===== src/rtl/base_target.sv =====
// base_target: stationary player-base sprite with hit points.
//
// Pixel side (combinational from x/y):
//   sprite_on            - pixel inside the sprite square and base not destroyed
//   sprite_row/col       - ROM address, offset from the sprite corner, truncated
// Frame side (registered, updated on the refresh_tick edge):
//   hit_bullet           - one-cycle per-channel pulse for every bullet that hit
//   hp                   - remaining hit points
//   exploding            - explosion animation running
//   explode_frame        - explosion animation frame index
//   destroyed            - sticky defeat flag, cleared only by reset
// Inputs:
//   clk_50MHz, reset (asynchronous, active-low), x/y pixel position,
//   refresh_tick (one pulse per frame), bullet_valid/x_bullets/y_bullets
//   (channel i packed at [10i+9:10i]).
// Optional feature macro BASE_TARGET_SHIELD_EN: after each accepted hit the
// base is invulnerable for SHIELD_FRAMES frames; adds output shield_on.
module base_target #(
  parameter int NUM_BULLETS    = 4,
  parameter int SPRITE_SIZE    = 32,
  parameter int BULLET_SIZE    = 4,
  parameter int HP_MAX         = 3,
  parameter int EXPLODE_FRAMES = 16,
  parameter int SHIELD_FRAMES  = 30,
  parameter int X_START        = 320,
  parameter int Y_START        = 240
) (
  input  logic                           clk_50MHz,
  input  logic                           reset,
  input  logic [9:0]                     x,
  input  logic [9:0]                     y,
  input  logic                           refresh_tick,
  input  logic [NUM_BULLETS-1:0]         bullet_valid,
  input  logic [10*NUM_BULLETS-1:0]      x_bullets,
  input  logic [10*NUM_BULLETS-1:0]      y_bullets,
  output logic [9:0]                     x_pos,
  output logic [9:0]                     y_pos,
  output logic                           sprite_on,
  output logic [$clog2(SPRITE_SIZE)-1:0] sprite_row,
  output logic [$clog2(SPRITE_SIZE)-1:0] sprite_col,
  output logic [3:0]                     hp,
  output logic [NUM_BULLETS-1:0]         hit_bullet,
  output logic                           exploding,
  output logic [7:0]                     explode_frame,
  output logic                           destroyed
`ifdef BASE_TARGET_SHIELD_EN
  ,
  output logic                           shield_on
`endif
);

  localparam int ADDR_W = $clog2(SPRITE_SIZE);
  localparam logic [10:0] SIZE_M1   = 11'(SPRITE_SIZE - 1);
  localparam logic [10:0] BULLET_M1 = 11'(BULLET_SIZE - 1);
  localparam logic [7:0]  LAST_FRAME = 8'(EXPLODE_FRAMES - 1);

  typedef enum logic [1:0] {
    ALIVE,
    EXPLODING,
    DESTROYED
  } state_t;

  state_t                 state, state_nxt;
  logic [3:0]             hp_nxt;
  logic [NUM_BULLETS-1:0] hit_nxt;
  logic [7:0]             frame_nxt;
  logic [NUM_BULLETS-1:0] coll;
  logic                   shield_block;

  logic [10:0] x_end, y_end;
  logic [9:0]  dx, dy;

  // ---------------------------------------------------------------------
  // Position: loaded at reset, never changes afterwards.
  // ---------------------------------------------------------------------
  always_ff @(posedge clk_50MHz or negedge reset) begin
    if (!reset) begin
      x_pos <= 10'(X_START);
      y_pos <= 10'(Y_START);
    end else begin
      x_pos <= x_pos;
      y_pos <= y_pos;
    end
  end

  // Far edges widened to 11 bits so a sprite near the screen edge cannot wrap.
  assign x_end = {1'b0, x_pos} + SIZE_M1;
  assign y_end = {1'b0, y_pos} + SIZE_M1;

  // ---------------------------------------------------------------------
  // Pixel side
  // ---------------------------------------------------------------------
  assign dx = x - x_pos;
  assign dy = y - y_pos;
  assign sprite_col = dx[ADDR_W-1:0];
  assign sprite_row = dy[ADDR_W-1:0];

  always_comb begin
    sprite_on = ({1'b0, x} >= {1'b0, x_pos}) && ({1'b0, x} <= x_end) &&
                ({1'b0, y} >= {1'b0, y_pos}) && ({1'b0, y} <= y_end) &&
                (state != DESTROYED);
  end

  // ---------------------------------------------------------------------
  // Bullet / sprite overlap test, one bit per channel
  // ---------------------------------------------------------------------
  always_comb begin
    logic [10:0] bx, by;
    coll = '0;
    for (int unsigned i = 0; i < NUM_BULLETS; i++) begin
      bx = {1'b0, x_bullets[10*i +: 10]};
      by = {1'b0, y_bullets[10*i +: 10]};
      coll[i] = bullet_valid[i] &&
                (bx <= x_end) && (bx + BULLET_M1 >= {1'b0, x_pos}) &&
                (by <= y_end) && (by + BULLET_M1 >= {1'b0, y_pos});
    end
  end

  // ---------------------------------------------------------------------
  // Shield counter (optional)
  // ---------------------------------------------------------------------
`ifdef BASE_TARGET_SHIELD_EN
  localparam int SW = (SHIELD_FRAMES < 1) ? 1 : $clog2(SHIELD_FRAMES + 1);

  logic [SW-1:0] shield_cnt, shield_nxt;

  // The block decision uses the count before this tick's decrement.
  assign shield_block = (shield_cnt != '0);
  assign shield_on    = (shield_cnt != '0);

  always_ff @(posedge clk_50MHz or negedge reset) begin
    if (!reset) shield_cnt <= '0;
    else        shield_cnt <= shield_nxt;
  end
`else
  assign shield_block = 1'b0;
`endif

  // ---------------------------------------------------------------------
  // Frame FSM: state register
  // ---------------------------------------------------------------------
  always_ff @(posedge clk_50MHz or negedge reset) begin
    if (!reset) begin
      state         <= ALIVE;
      hp            <= 4'(HP_MAX);
      hit_bullet    <= '0;
      explode_frame <= '0;
    end else begin
      state         <= state_nxt;
      hp            <= hp_nxt;
      hit_bullet    <= hit_nxt;
      explode_frame <= frame_nxt;
    end
  end

  assign exploding = (state == EXPLODING);
  assign destroyed = (state == DESTROYED);

  // ---------------------------------------------------------------------
  // Frame FSM: next state
  // ---------------------------------------------------------------------
  always_comb begin
    state_nxt = state;
    hp_nxt    = hp;
    hit_nxt   = '0;
    frame_nxt = explode_frame;
`ifdef BASE_TARGET_SHIELD_EN
    shield_nxt = shield_cnt;
`endif
    if (refresh_tick) begin
`ifdef BASE_TARGET_SHIELD_EN
      if (shield_cnt != '0) shield_nxt = shield_cnt - SW'(1);
`endif
      case (state)
        ALIVE: begin
          if ((coll != '0) && !shield_block) begin
            hit_nxt = coll;
            hp_nxt  = hp - 4'd1;
`ifdef BASE_TARGET_SHIELD_EN
            shield_nxt = SW'(SHIELD_FRAMES);
`endif
            if (hp == 4'd1) begin
              state_nxt = EXPLODING;
              frame_nxt = '0;
            end
          end
        end
        EXPLODING: begin
          if (explode_frame == LAST_FRAME) state_nxt = DESTROYED;
          else                             frame_nxt = explode_frame + 8'd1;
        end
        DESTROYED: begin
          state_nxt = DESTROYED;
        end
        default: begin
          state_nxt = ALIVE;
        end
      endcase
    end
  end

endmodule


===== config.mk =====
export PLATFORM = sky130hd
export DESIGN_NAME = base_target
export DESIGN_NICKNAME = d
export VERILOG_FILES = /design/src/rtl/base_target.sv
export SDC_FILE = /design/constraint.sdc
export NUM_CORES = 1
export LEC_CHECK = 0
export BUFFER_PORTS_ARGS = -buffer_cell sky130_fd_sc_hd__buf_2
export CORE_MARGIN = 4
export CORE_UTILIZATION = 38
export CTS_CLUSTER_DIAMETER = 120
export DETAILED_ROUTE_END_ITERATION = 10
export PLACE_DENSITY = 0.82
export SLEW_MARGIN = 15
export SYNTH_ARGS = -nofsm -noshare
export SYNTH_HDL_FRONTEND = slang
export SYNTH_SLANG_ARGS = --single-unit

===== constraint.sdc =====
create_clock -name clk_50MHz -period 2.44 [get_ports clk_50MHz]
set_input_delay 0.122 -clock clk_50MHz [delete_from_list [all_inputs] [get_ports clk_50MHz]]
set_output_delay 0.122 -clock clk_50MHz [all_outputs]
set_load 0.005 [all_outputs]

=== Yosys cells after proc, flatten, opt, wreduce, memory -nomap -nowiden ===
Index checks and enable logic that the tools add are counted.

* Flip-flop bits (word level): 18
* Logic and storage cells: 82
* Input port bits: 107
* Output and inout port bits: 49

* $lt $le $gt $ge: 20
* Equality and inequality tests: 9
* Reduce and logical (&&, ||, !) cells: 26
* $add $sub $neg: 12
* Muxes and demuxes: 11

{| class="wikitable"
|+ Operators by type and width
! cell !! count
|-
| <= comparator 10 x 9 -> 1 bit (second input constant) || 10
|-
| adder 10 x 2 -> 11 bit (second input constant) || 8
|-
| greater-or-equal comparator 11 x 8 -> 1 bit (second input constant) || 4
|-
| greater-or-equal comparator 11 x 9 -> 1 bit (second input constant) || 4
|-
| 2-to-1 mux 8 bit || 3
|-
| logical AND 1 bit || 20
|-
| case mux 8 bit (2 select lines) || 1
|-
| 2-to-1 mux 4 bit || 3
|-
| greater-or-equal comparator 10 x 8 -> 1 bit (second input constant) || 1
|-
| greater-or-equal comparator 10 x 9 -> 1 bit (second input constant) || 1
|-
| adder 8 x 1 -> 8 bit (second input constant) || 1
|-
| == test 8 x 4 -> 1 bit (second input constant) || 1
|-
| != test 2 bit (second input constant) || 4
|-
| 2-to-1 mux 2 bit || 3
|-
| case mux 2 bit (3 select lines) || 1
|-
| AND reduction 5 bit || 1
|-
| subtractor 5 x 1 -> 5 bit (second input constant) || 1
|-
| subtractor 5 bit (second input constant) || 1
|-
| == test 4 x 1 -> 1 bit (second input constant) || 1
|-
| AND reduction 4 bit || 1
|-
| nonzero test 4 bit || 1
|-
| subtractor 4 x 1 -> 4 bit (second input constant) || 1
|-
| AND reduction 3 bit || 1
|-
| == test 2 x 1 -> 1 bit (second input constant) || 1
|-
| 4 further kinds || 4
|}

=== Logic depth before layout (Yosys ltp) ===
Gate-level depths: netlist of the first run.

* Depth in word-level cells: 9
* Depth in mapped cells: 8
* Mapped depth without buffers: 7

=== Worst setup path before layout of the first run ===
OpenSTA, ideal clock, no wires.

* Path kind: register -> register
* Start: register explode_frame[5]
* End: register explode_frame[5]
* Arrival: 2024 ps
* Clock period less this slack: 2146 ps
* Path buffers: 1
* Required time: 2318 ps
* Stages on the path, launching flop included: 8
* Setup slack: 294 ps
* Library setup time: 122 ps
* Cells stage by stage: dfrtp_1 > or4_1 > o21a_1 > o211ai_2 > a41oi_2 > or2_1 > buf_6 > a32o_1

* Word-level cells in the longest chain between the ends: 3
* Elaborated cells between the ends (all ways): 6
* Classes of those cells: add/sub (1); eq/ne (2); mux (2); reduce/logical (1)

{| class="wikitable"
|+ RTL lines
! element !! RTL line !! RTL
|-
| start, declared || 44 || <nowiki>output logic [7:0] explode_frame,</nowiki>
|-
| start signal, assigned || 152 || <nowiki>explode_frame <= frame_nxt;</nowiki>
|-
| adder 8 x 1 -> 8 bit / == test 8 x 4 -> 1 bit (equally long branches) || 190, 189 ||
|-
| 2-to-1 mux 8 bit / != test 2 bit (equally long branches) || n/a ||
|-
| case mux 8 bit (2 select lines) / AND reduction 5 bit (equally long branches) || n/a ||
|}

Parallel ways exist; a longest one is shown, timed or not. The select of a mux whose other input is x is not followed.
A chain may end at the register's enable or synchronous reset.

=== Worst setup path in the final report of the first run ===
Ends and elaborated chain as after synthesis.

==> results of run 1 <==
==> report_power, final <==
group	leakage [nW]	internal [W]	switching, W
Clock	0.0288	0.000143	0.0000994
Sequential	0.228	0.000360	0.0000602
Combinational	0.939	0.000271	0.000312
==> cell usage in the layout, fill, tap and decap left out, types with 2 or more instances in the layout <==
cell type  Yosys  final
a21oi_1        5      5
a32o_1         2      2
and2_1         2      2
and3_1         4      4
and4b_1        2      2
buf_2          0    117
buf_4         29      3
clkbuf_8       0      4
conb_1         2     20
dfrtp_1       16     16
dfstp_2        2      2
ha_1           7      7
inv_1         16     16
mux2i_1        3      3
nand2_1       18     18
nand3_1       10     10
nand4_1        4      4
nand4b_1       4      4
nor2_1        11     11
nor2b_1        4      4
nor3_1         6      6
nor4_1         4      4
nor4b_1        2      2
o2111ai_1      4      4
o211a_1        2      2
o211ai_1       9      9
o21ai_0        8      8
o22ai_1        4      4
or3b_1         2      2
xnor2_1        3      3
==> path summary, 6_finish.rpt <==
path / from / endpoint / slack [ns] / cells past startpoint
max: explode_frame[5] / explode_frame[5] / 0.25 / 6
min: bullet_valid[0] / hit_bullet[0] / 0.13 / 3
max reg2reg: explode_frame[5] / explode_frame[5] / 0.25 / 6
min reg2reg: hp[3] / hp[3] / 0.51 / 1
max in group asynchronous: reset / hp[0] / 1.78 / 2
min in group asynchronous: reset / explode_frame[4] / 0.33 / 2
==> tightest hold or removal path, cell delays in order <==
cell and delay (ns):
buf_2 0.11, nand3_1 0.06, a2111oi_0 0.05
==> metrics by stage <==
step	cells	cell area, µm²	power, W	setup WS (ns)
after floorplan	225	1750	0.000794	0.294
after global placement	362	2180	0.000982	0.226
after detailed placement	362	2180	0.00101	0.179
after CTS	367	2250	0.00125	0.165
after global routing	367	2250	0.00135	0.0979
final	367	2250	0.00125	0.245
==> registers in the layout, indices dropped and copies added, names as in the netlist <==
name,cells
hit_bullet,4
hp,4
explode_frame,8
state,2
==> final cells by class <==
class	count	area, µm²	share of cell area, %
clock buffers	4	55.1	2.45
multi-input cells	158	1000	44.5
inverters	16	60.1	2.67
repair buffers	121	618	27.5
flip-flops and latches	18	453	20.1
well taps	50	62.6	2.78
==> repair_timing <==
item	CTS	global route
hold buffers	1	0
endpoints found under the hold margin	16	0
gates resized for setup	0	1
endpoints found under the setup margin	0	1
==> Yosys cell counts, types with 2 or more instances <==
library cell	count
nor4_1	4
o211a_1	2
o211ai_1	9
dfrtp_1	16
nor2b_1	4
o21ai_0	8
nor4b_1	2
and3_1	4
and4b_1	2
xnor2_1	3
and2_1	2
ha_1	7
dfstp_2	2
inv_1	16
a21oi_1	5
nor2_1	11
or3b_1	2
nor3_1	6
conb_1	2
o22ai_1	4
nand4_1	4
buf_4	29
mux2i_1	3
nand2_1	18
nand3_1	10
clkbuf_1	2
nand4b_1	4
a32o_1	2
or2_1	2
o2111ai_1	4
==> kinds of logic after synthesis <==
group | after synthesis | share of synthesized area (%)
AO/OA/AOI/OAI | 43 | 19.1
XOR/XNOR | 3 | 1.56
adder cells (fa/ha/maj) | 7 | 5.19
buffers and inverters | 49 | 17.9
flip-flops | 18 | 26.9
multiplexers | 4 | 2.45
other | 2 | 0.445
AND/OR/NAND/NOR | 81 | 26.5
==> layer usage <==
| layer | wire, µm | up-vias | global-route usage, % |
|---|---|---|---|
| met4 | 81 | 0 | 4.94 |
| met1 | 1970 | 878 | 21.2 |
| met3 | 410 | 9 | 2.27 |
| met5 | 0 | - | 0 |
| li1 | - | 926 | - |
| met2 | 2530 | 85 | 32.0 |
==> results.py, run 1 <==
metrics = {
    "outcome": {
        "status": "complete, no violations",
    },
    "critical_path": {
        "path_max_fanout": 8,
        "critPathArrivalTime_ns": 2.34,
        "cp-start-kind": "flip-flop",
        "critPathKind": "reg -> reg",
        "crit_family": "simple AND/OR/NAND/NOR gates",
        "cp_cell_sequence": "or4_1 -> o21a_1 -> o211ai_2 -> a41oi_2 -> or2_4 -> a32o_1",
        "cp_slowest_cell": "or4_1",
        "crit_required_ns": 2.59,
        "critPathBufInv": 0,
        "slowest_delay_ns": 0.56,
        "cp-end-kind": "flip-flop",
    },
    "floorplanning": {
        "dieArea_mm2": 0.00557,
        "initial_core_util_pct": 40.7,
        "coreArea_mm2": 0.00414,
        "die_height_um": 74.6,
        "num_rows": 23,
        "die_x_um": 74.6,
        "boundaryPins": 156,
    },
    "synthesis": {
        "synthTopCellsByArea": "dfrtp_1 24%, buf_4 13%, ha_1 5.2%, nand2_1 4.0%, o211ai_1 4.0%",
        "synth_cell_type_count": 48,
        "ys_ff_latch": 18,
        "synth_top_cell_by_area": "dfrtp_1",
        "synth_edf_count": 0,
        "syn_area_mm2": 0.00169,
        "synth_flop_cell": "dfrtp_1",
        "synth_top_area_share_pct": 23.7,
        "yosys_warnings": 0,
        "yosysSeqAreaShare_pct": 26.9,
        "syn_avg_cell_area_um2": 8.15,
        "synth-async-reset-ratio_pct": 100,
        "synthCells": 207,
    },
    "drt": {
        "routed_wl_um": 4990,
        "dr.pass1.iters": 4,
        "detail_route.wl_per_cell_um": 13.6,
        "first_iter_violations": 59,
        "num_vias": 1898,
        "ant_nets": 0,
        "drc_errors": 0,
        "via_per_inst": 5.17,
    },
    "run": {
        "maxCapViolations": 0,
    },
    "global_routing": {
        "grtUsageTotal_pct": 17.4,
        "antenna_found_initial": 0,
        "grt_max_degree": 19,
        "grt_remaining_overflow": 0,
        "grt_pass1_wl_um": 7690,
        "grt_pass1_vias": 1747,
    },
    "sta": {
        "fin_crit_ns": 2.19,
        "hold_ws_ns": 0.127,
        "fmax_ghz": 0.456,
        "finalHoldViolCount": 0,
        "drv_slew": 0,
        "fin_crit_sh_pct": 90.0,
        "rsz0062_at_grt": "false",
        "clock-skew-final_ns": 0.00356,
        "final.setup.tns_ns": 0,
        "final-setup-viol-count": 0,
    },
    "pwr": {
        "power_density_mw_per_mm2": 554,
        "vdd_drop_max_uv": 308,
        "power.leakage_nw": 1.20,
    },
    "placed_design": {
        "gp_congestion": 0.900,
        "io_buffers": 117,
        "dp_hpwl_um": 4280,
    },
    "clock_network": {
        "cts_tree": "done",
        "clockBufferDepth": 2,
        "clock_latency_ns": 0.25,
        "cts_max_level": 1,
        "numCtsBuffers": 3,
        "clock_sinks": 18,
        "post-cts-setup-buffer-count": 0,
        "cts_root_buf": "clkbuf_8",
        "clk_pin_slew_ns": 0.07,
    },
    "layout": {
        "drive_above_1_share_pct": 41.3,
        "antenna_cells": 0,
        "post-route-util_pct": 54.3,
        "nNetsFinal": 432,
        "syn_to_final_growth_pct": 33.5,
        "fillCellCount": 404,
    },
    "worst_hold_path": {
        "hp-class": "in -> reg",
    },
}
(Power assumes the default switching activity.)
==> inputs of run 2 (changes only) <==
Settings changed: CORE_UTILIZATION 38 to 34, PLACE_DENSITY 0.82 to 0.78.
Clock period 2.44 ns to 2 ns, I/O delays scaled along.
==> run 2 against run 1 <==
Worst setup slack got worse by 0.26 ns; clock skew is 0.0017 ns higher; count of clock-buffer cells in the layout stayed put; largest power group unchanged; critical path depth is the same; the run now ends with setup timing left.
==> results.py, run 2 (synthesis results as in run 1) <==
metrics = {
    "critical_path": {
        "cp_slowest_cell": "or4_4",
        "endpoint": "explode_frame[3]",
        "path_max_fanout": 8,
        "regToRegSetupSlack_ns": -0.01,
        "reg2reg_depth": 6,
        "crit_start": "explode_frame[5]",
        "slowest_delay_ns": 0.54,
        "critPathArrivalTime_ns": 2.16,
        "reg2reg_from": "explode_frame[5]",
        "r2r_end": "explode_frame[3]",
        "cp-end-kind": "flip-flop",
        "cp-start-kind": "flip-flop",
        "cp_cell_sequence": "or4_4 -> o21a_1 -> buf_4 -> and2_4 -> or2_4 -> a32o_1",
        "crit_required_ns": 2.15,
        "critPathKind": "reg -> reg",
    },
    "floorplanning": {
        "dieArea_mm2": 0.00615,
        "num_rows": 25,
        "initial_core_util_pct": 35.5,
        "die_x_um": 78.4,
        "boundaryPins": 156,
        "die_height_um": 78.4,
        "coreArea_mm2": 0.00475,
    },
    "pwr": {
        "pwr-share-comb_pct": 52.1,
        "p_sw_share_pct": 38.2,
        "power_density_mw_per_mm2": 675,
        "internal_power_w": 0.000985,
        "power_switching_w": 0.000608,
        "power.leakage_nw": 1.25,
        "vdd_drop_max_uv": 298,
        "seqPwrFrac_pct": 31.5,
        "power_w": 0.00159,
        "clockPowerShare_pct": 16.4,
    },
    "global_routing": {
        "grtUsageTotal_pct": 16.6,
        "antenna_found_initial": 0,
        "grt_pass1_wl_um": 8330,
        "grt_max_degree": 19,
        "grt_pass1_vias": 1861,
        "grt_remaining_overflow": 0,
    },
    "clock_network": {
        "cts_max_level": 1,
        "cts_root_buf": "clkbuf_8",
        "clk_pin_slew_ns": 0.07,
        "cts_tree": "done",
        "clock_latency_ns": 0.26,
        "clockBufferDepth": 2,
        "numCtsBuffers": 3,
        "clock_sinks": 18,
    },
    "drt": {
        "wl_met2_um": 2650,
        "dr.pass1.iters": 4,
        "wl_met3_um": 328,
        "drc_errors": 0,
        "num_vias": 1922,
        "via_per_inst": 4.88,
        "wl_met1_um": 2180,
        "routed_wl_um": 5210,
        "first_iter_violations": 71,
        "ant_nets": 0,
        "detail_route.wl_per_cell_um": 13.2,
        "highest_layer": "met4",
    },
    "layout": {
        "largest_reg_flops": 8,
        "syn_to_final_growth_pct": 39.9,
        "drive_above_1_share_pct": 44.6,
        "final_cell_mix": "117 x buf_2, 20 x conb_1, 17 x nand2_1",
        "nNetsFinal": 442,
        "post-route-util_pct": 49.6,
        "max_flop_register": "explode_frame",
        "reg.largest.list": "explode_frame x8, hit_bullet x4, hp x4",
        "layout_commonest_cell": "buf_2",
        "fillCellCount": 479,
        "antenna_cells": 0,
    },
    "sta": {
        "fin_crit_ns": 2.01,
        "clock-skew-final_ns": 0.00531,
        "hold_ws_ns": 0.121,
        "fmax_ghz": 0.497,
        "finalHoldViolCount": 0,
        "setup_slack_ns": -0.0117,
        "rsz0062_at_grt": "true",
        "final-setup-viol-count": 2,
        "fin_crit_sh_pct": 101,
        "drv_slew": 0,
    },
    "run": {
        "maxCapViolations": 0,
    },
    "placed_design": {
        "gp_congestion": 0.876,
        "io_buffers": 117,
        "dp_hpwl_um": 4380,
    },
    "outcome": {
        "status": "finished with violations",
        "violations": "setup timing",
    },
    "worst_hold_path": {
        "hp-class": "in -> reg",
    },
}
==> run 2: changes by cell type in the layout (fill, tap and decap cells not counted), sizes merged <==
cell and delta:
buf +10
==> run 2: what timing repair did <==
action / 4_1_cts / 5_1_grt
pin swaps: 4 / 4
gates resized for setup: 5 / 3
hold buffers: 1 / 0
hold endpoints to repair: 16 / 0
buffers inserted: 2 / 0
endpoints found under the setup margin: 8 / 9
==> run 2: how the worst min path moves through the flow <==
stage                                from          endpoint  slack, ns  cells past startpoint
after floorplan                     reset  explode_frame[0]      -0.20                      0
after global placement              reset  explode_frame[7]       0.06                      1
after detailed placement            reset  explode_frame[7]       0.05                      1
after CTS                 bullet_valid[0]     hit_bullet[0]       0.13                      3
after global routing      bullet_valid[0]     hit_bullet[0]       0.13                      3
final                     bullet_valid[0]     hit_bullet[0]       0.12                      3
==> run 2: per-stage QoR <==
step                TNS (ns)  cell area (µm²)  setup slack (ns)  instances
floorplan             -0.448             1750            -0.146        225
finish               -0.0219             2360           -0.0117        394
detailed placement    -0.331             2260            -0.126        387
CTS                  -0.0375             2350           -0.0209        394
global route          -0.307             2360           -0.0588        394
global placement      -0.206             2260           -0.0962        387
==> run 2: cell type report <==
type                            count  area (µm²)  area share, %
Clock buffer                        4        45.0           1.91
Inverter                           16        60.1           2.55
Multi-Input combinational cell    158        1020           43.4
Sequential cell                    18         453           19.2
Tap cell                           67        83.8           3.55
Timing Repair Buffer              131         693           29.4
==> run 2: worst max-delay path: cells and delay by family, from the launching register on <==
family                 cells  cell delay, ns
buffers and inverters      1            0.14
DFF                        1            0.38
and+or+nand+nor            3            0.96
AOI/OAI and AO/OA          2            0.44
==> run 2: per-layer routing <==
metal | global-route usage [%] | up-vias
li1 | - | 946
met1 | 20.9 | 907
met2 | 29.1 | 64
met3 | 2.64 | 5
met4 | 4.90 | 0
met5 | 0 | -
==> run 2: power groups by stage <==
stage	Combinational (W)	Clock, W	Sequential [W]
floorplan	0.000454	0	0.000515
global placement	0.000748	0	0.000502
detailed placement	0.000768	0	0.000504
CTS	0.000812	0.000270	0.000500
global route	0.000933	0.000293	0.000516
finish	0.000830	0.000261	0.000502
==> inputs of run 3 (changes only) <==
Settings changed: BUFFER_PORTS_ARGS -buffer_cell sky130_fd_sc_hd__buf_2 to -buffer_cell sky130_fd_sc_hd__clkbuf_2.
==> run 3 against run 2 <==
Largest cell class unchanged; the run still ends with setup timing left; first-iteration DRC count fell by 11%; critical endpoint is now explode_frame[5]; clock skew rose by 0.0014 ns; critical path depth did not move; highest routed layer unchanged; sequential power fell by 1%.
==> results.py, run 3 (synthesis results as in run 1) <==
metrics = {
    "outcome": {
        "status": "finished with violations",
        "violations": "setup timing",
    },
    "pwr": {
        "power.leakage_nw": 1.27,
        "power_switching_w": 0.000613,
        "seqPwrFrac_pct": 30.5,
        "p_sw_share_pct": 37.7,
        "internal_power_w": 0.00101,
        "power_density_mw_per_mm2": 687,
        "clockPowerShare_pct": 18.8,
        "vdd_drop_max_uv": 327,
        "pwr-share-comb_pct": 50.7,
    },
    "layout": {
        "syn_to_final_growth_pct": 40.3,
        "post-route-util_pct": 49.8,
        "regArea_um2": 453,
        "antenna_cells": 0,
        "reg.largest.list": "explode_frame x8, hit_bullet x4, hp x4",
        "drive_above_1_share_pct": 44.2,
        "nNetsFinal": 443,
        "fillCellCount": 478,
        "stdcell_count": 395,
        "final_cell_mix": "117 x clkbuf_2, 20 x conb_1, 18 x nand2_1",
        "max_flop_register": "explode_frame",
        "layout_commonest_cell": "clkbuf_2",
        "multi_input_area_mm2": 0.00101,
        "largest_reg_flops": 8,
    },
    "sta": {
        "hold_ws_ns": 0.0855,
        "rsz0062_at_grt": "true",
        "fin_crit_sh_pct": 100,
        "fin_crit_ns": 2.00,
        "finalHoldViolCount": 0,
        "drv_slew": 0,
        "fmax_ghz": 0.500,
        "final-setup-viol-count": 1,
        "clock-skew-final_ns": 0.00671,
        "setup_slack_ns": -0.000892,
    },
    "floorplanning": {
        "die_x_um": 78.4,
        "dieArea_mm2": 0.00615,
        "die_height_um": 78.4,
        "num_rows": 25,
        "coreArea_mm2": 0.00475,
        "boundaryPins": 156,
        "initial_core_util_pct": 35.5,
    },
    "placed_design": {
        "gp_congestion": 0.857,
        "io_buffers": 117,
        "place_ws_ns": -0.136,
        "dp_hpwl_um": 4430,
        "numPlacedInstances": 388,
    },
    "critical_path": {
        "slowest_delay_ns": 0.54,
        "cp-start-kind": "flip-flop",
        "cp-end-kind": "flip-flop",
        "cp_cell_sequence": "or4_4 -> o21a_1 -> o211ai_2 -> a41oi_2 -> or2_4 -> a32o_1",
        "crit_required_ns": 2.14,
        "cp_slowest_cell": "or4_4",
        "critPathArrivalTime_ns": 2.15,
        "path_max_fanout": 8,
        "critPathKind": "reg -> reg",
    },
    "worst_hold_path": {
        "hp-class": "in -> reg",
    },
    "global_routing": {
        "grt_max_degree": 19,
        "grtUsageTotal_pct": 16.4,
        "antenna_found_initial": 0,
        "grt_pass1_wl_um": 8280,
        "grt_remaining_overflow": 0,
        "grt_pass1_vias": 1865,
    },
    "clock_network": {
        "numCtsBuffers": 3,
        "clockBufferDepth": 2,
        "clock_sinks": 18,
        "cts_max_level": 1,
        "clock_latency_ns": 0.26,
        "cts_tree": "done",
        "clk_pin_slew_ns": 0.07,
        "cts_root_buf": "clkbuf_8",
    },
    "drt": {
        "first_iter_violations": 63,
        "ant_nets": 0,
        "detail_route.wl_per_cell_um": 13.4,
        "drc_errors": 0,
        "via_per_inst": 4.90,
        "dr.pass1.iters": 4,
        "routed_wl_um": 5280,
        "num_vias": 1934,
    },
    "run": {
        "maxCapViolations": 0,
    },
}
run 3: metrics by stage:
step / total power, W / area (µm²) / setup TNS [ns]
6_report: 0.00163 / 2370 / -0.000892
4_1_cts: 0.00162 / 2350 / -0.0576
3_3_place_gp: 0.00127 / 2270 / -0.185
3_5_place_dp: 0.00129 / 2270 / -0.378
5_1_grt: 0.00175 / 2370 / -0.187
2_1_floorplan: 0.000969 / 1750 / -0.448
run 3: final cells by class:
cell class | instances | area share (%)
Tap cell | 67 | 3.54
Multi-Input combinational cell | 158 | 42.8
Timing Repair Buffer | 132 | 29.6
Clock buffer | 4 | 2.33
Inverter | 16 | 2.54
Sequential cell | 18 | 19.1
run 3: worst max-delay path, delay by kind of cell, from the launching register on:
| kind | cells | cell delay [ns] |
|---|---|---|
| AO/OA/AOI/OAI | 4 | 0.65 |
| flip-flops | 1 | 0.38 |
| AND/OR/NAND/NOR | 2 | 0.86 |
run 3: path summary, 6_finish.rpt:
check                                  from               end  slack (ns)  cells after the start
max                        explode_frame[5]  explode_frame[5]     -0.0009                      6
min                         bullet_valid[0]     hit_bullet[0]        0.09                      3
max reg2reg                explode_frame[5]  explode_frame[5]     -0.0009                      6
min reg2reg                           hp[0]             hp[0]        0.55                      2
max in group asynchronous             reset             hp[1]        1.33                      2
min in group asynchronous             reset             hp[2]        0.33                      2
run 3: per-layer routing:
layer  global-route usage (%)  vias to the layer above  routed length, µm
met3                     3.56                        4                353
met1                     19.8                      914               2190
met4                     4.37                        0                 29
met5                        0                        -                  0
met2                     29.4                       66               2700
li1                         -                      950                  -
run 3: power groups by stage:
stage / clock, W / combinational (W) / sequential [W]
3_5_place_dp: 0 / 0.000793 / 0.000499
2_1_floorplan: 0 / 0.000454 / 0.000515
4_1_cts: 0.000307 / 0.000816 / 0.000495
5_1_grt: 0.000324 / 0.000925 / 0.000504
6_report: 0.000306 / 0.000825 / 0.000495
3_3_place_gp: 0 / 0.000769 / 0.000498
run 3: repair_timing:
action | CTS | global route
pin swaps | 5 | 3
gates cloned | 0 | 0
hold buffers | 1 | 0
gates resized for setup | 2 | 3
buffers inserted | 1 | 1
setup endpoints to repair | 8 | 9
hold endpoints to repair | 16 | 0
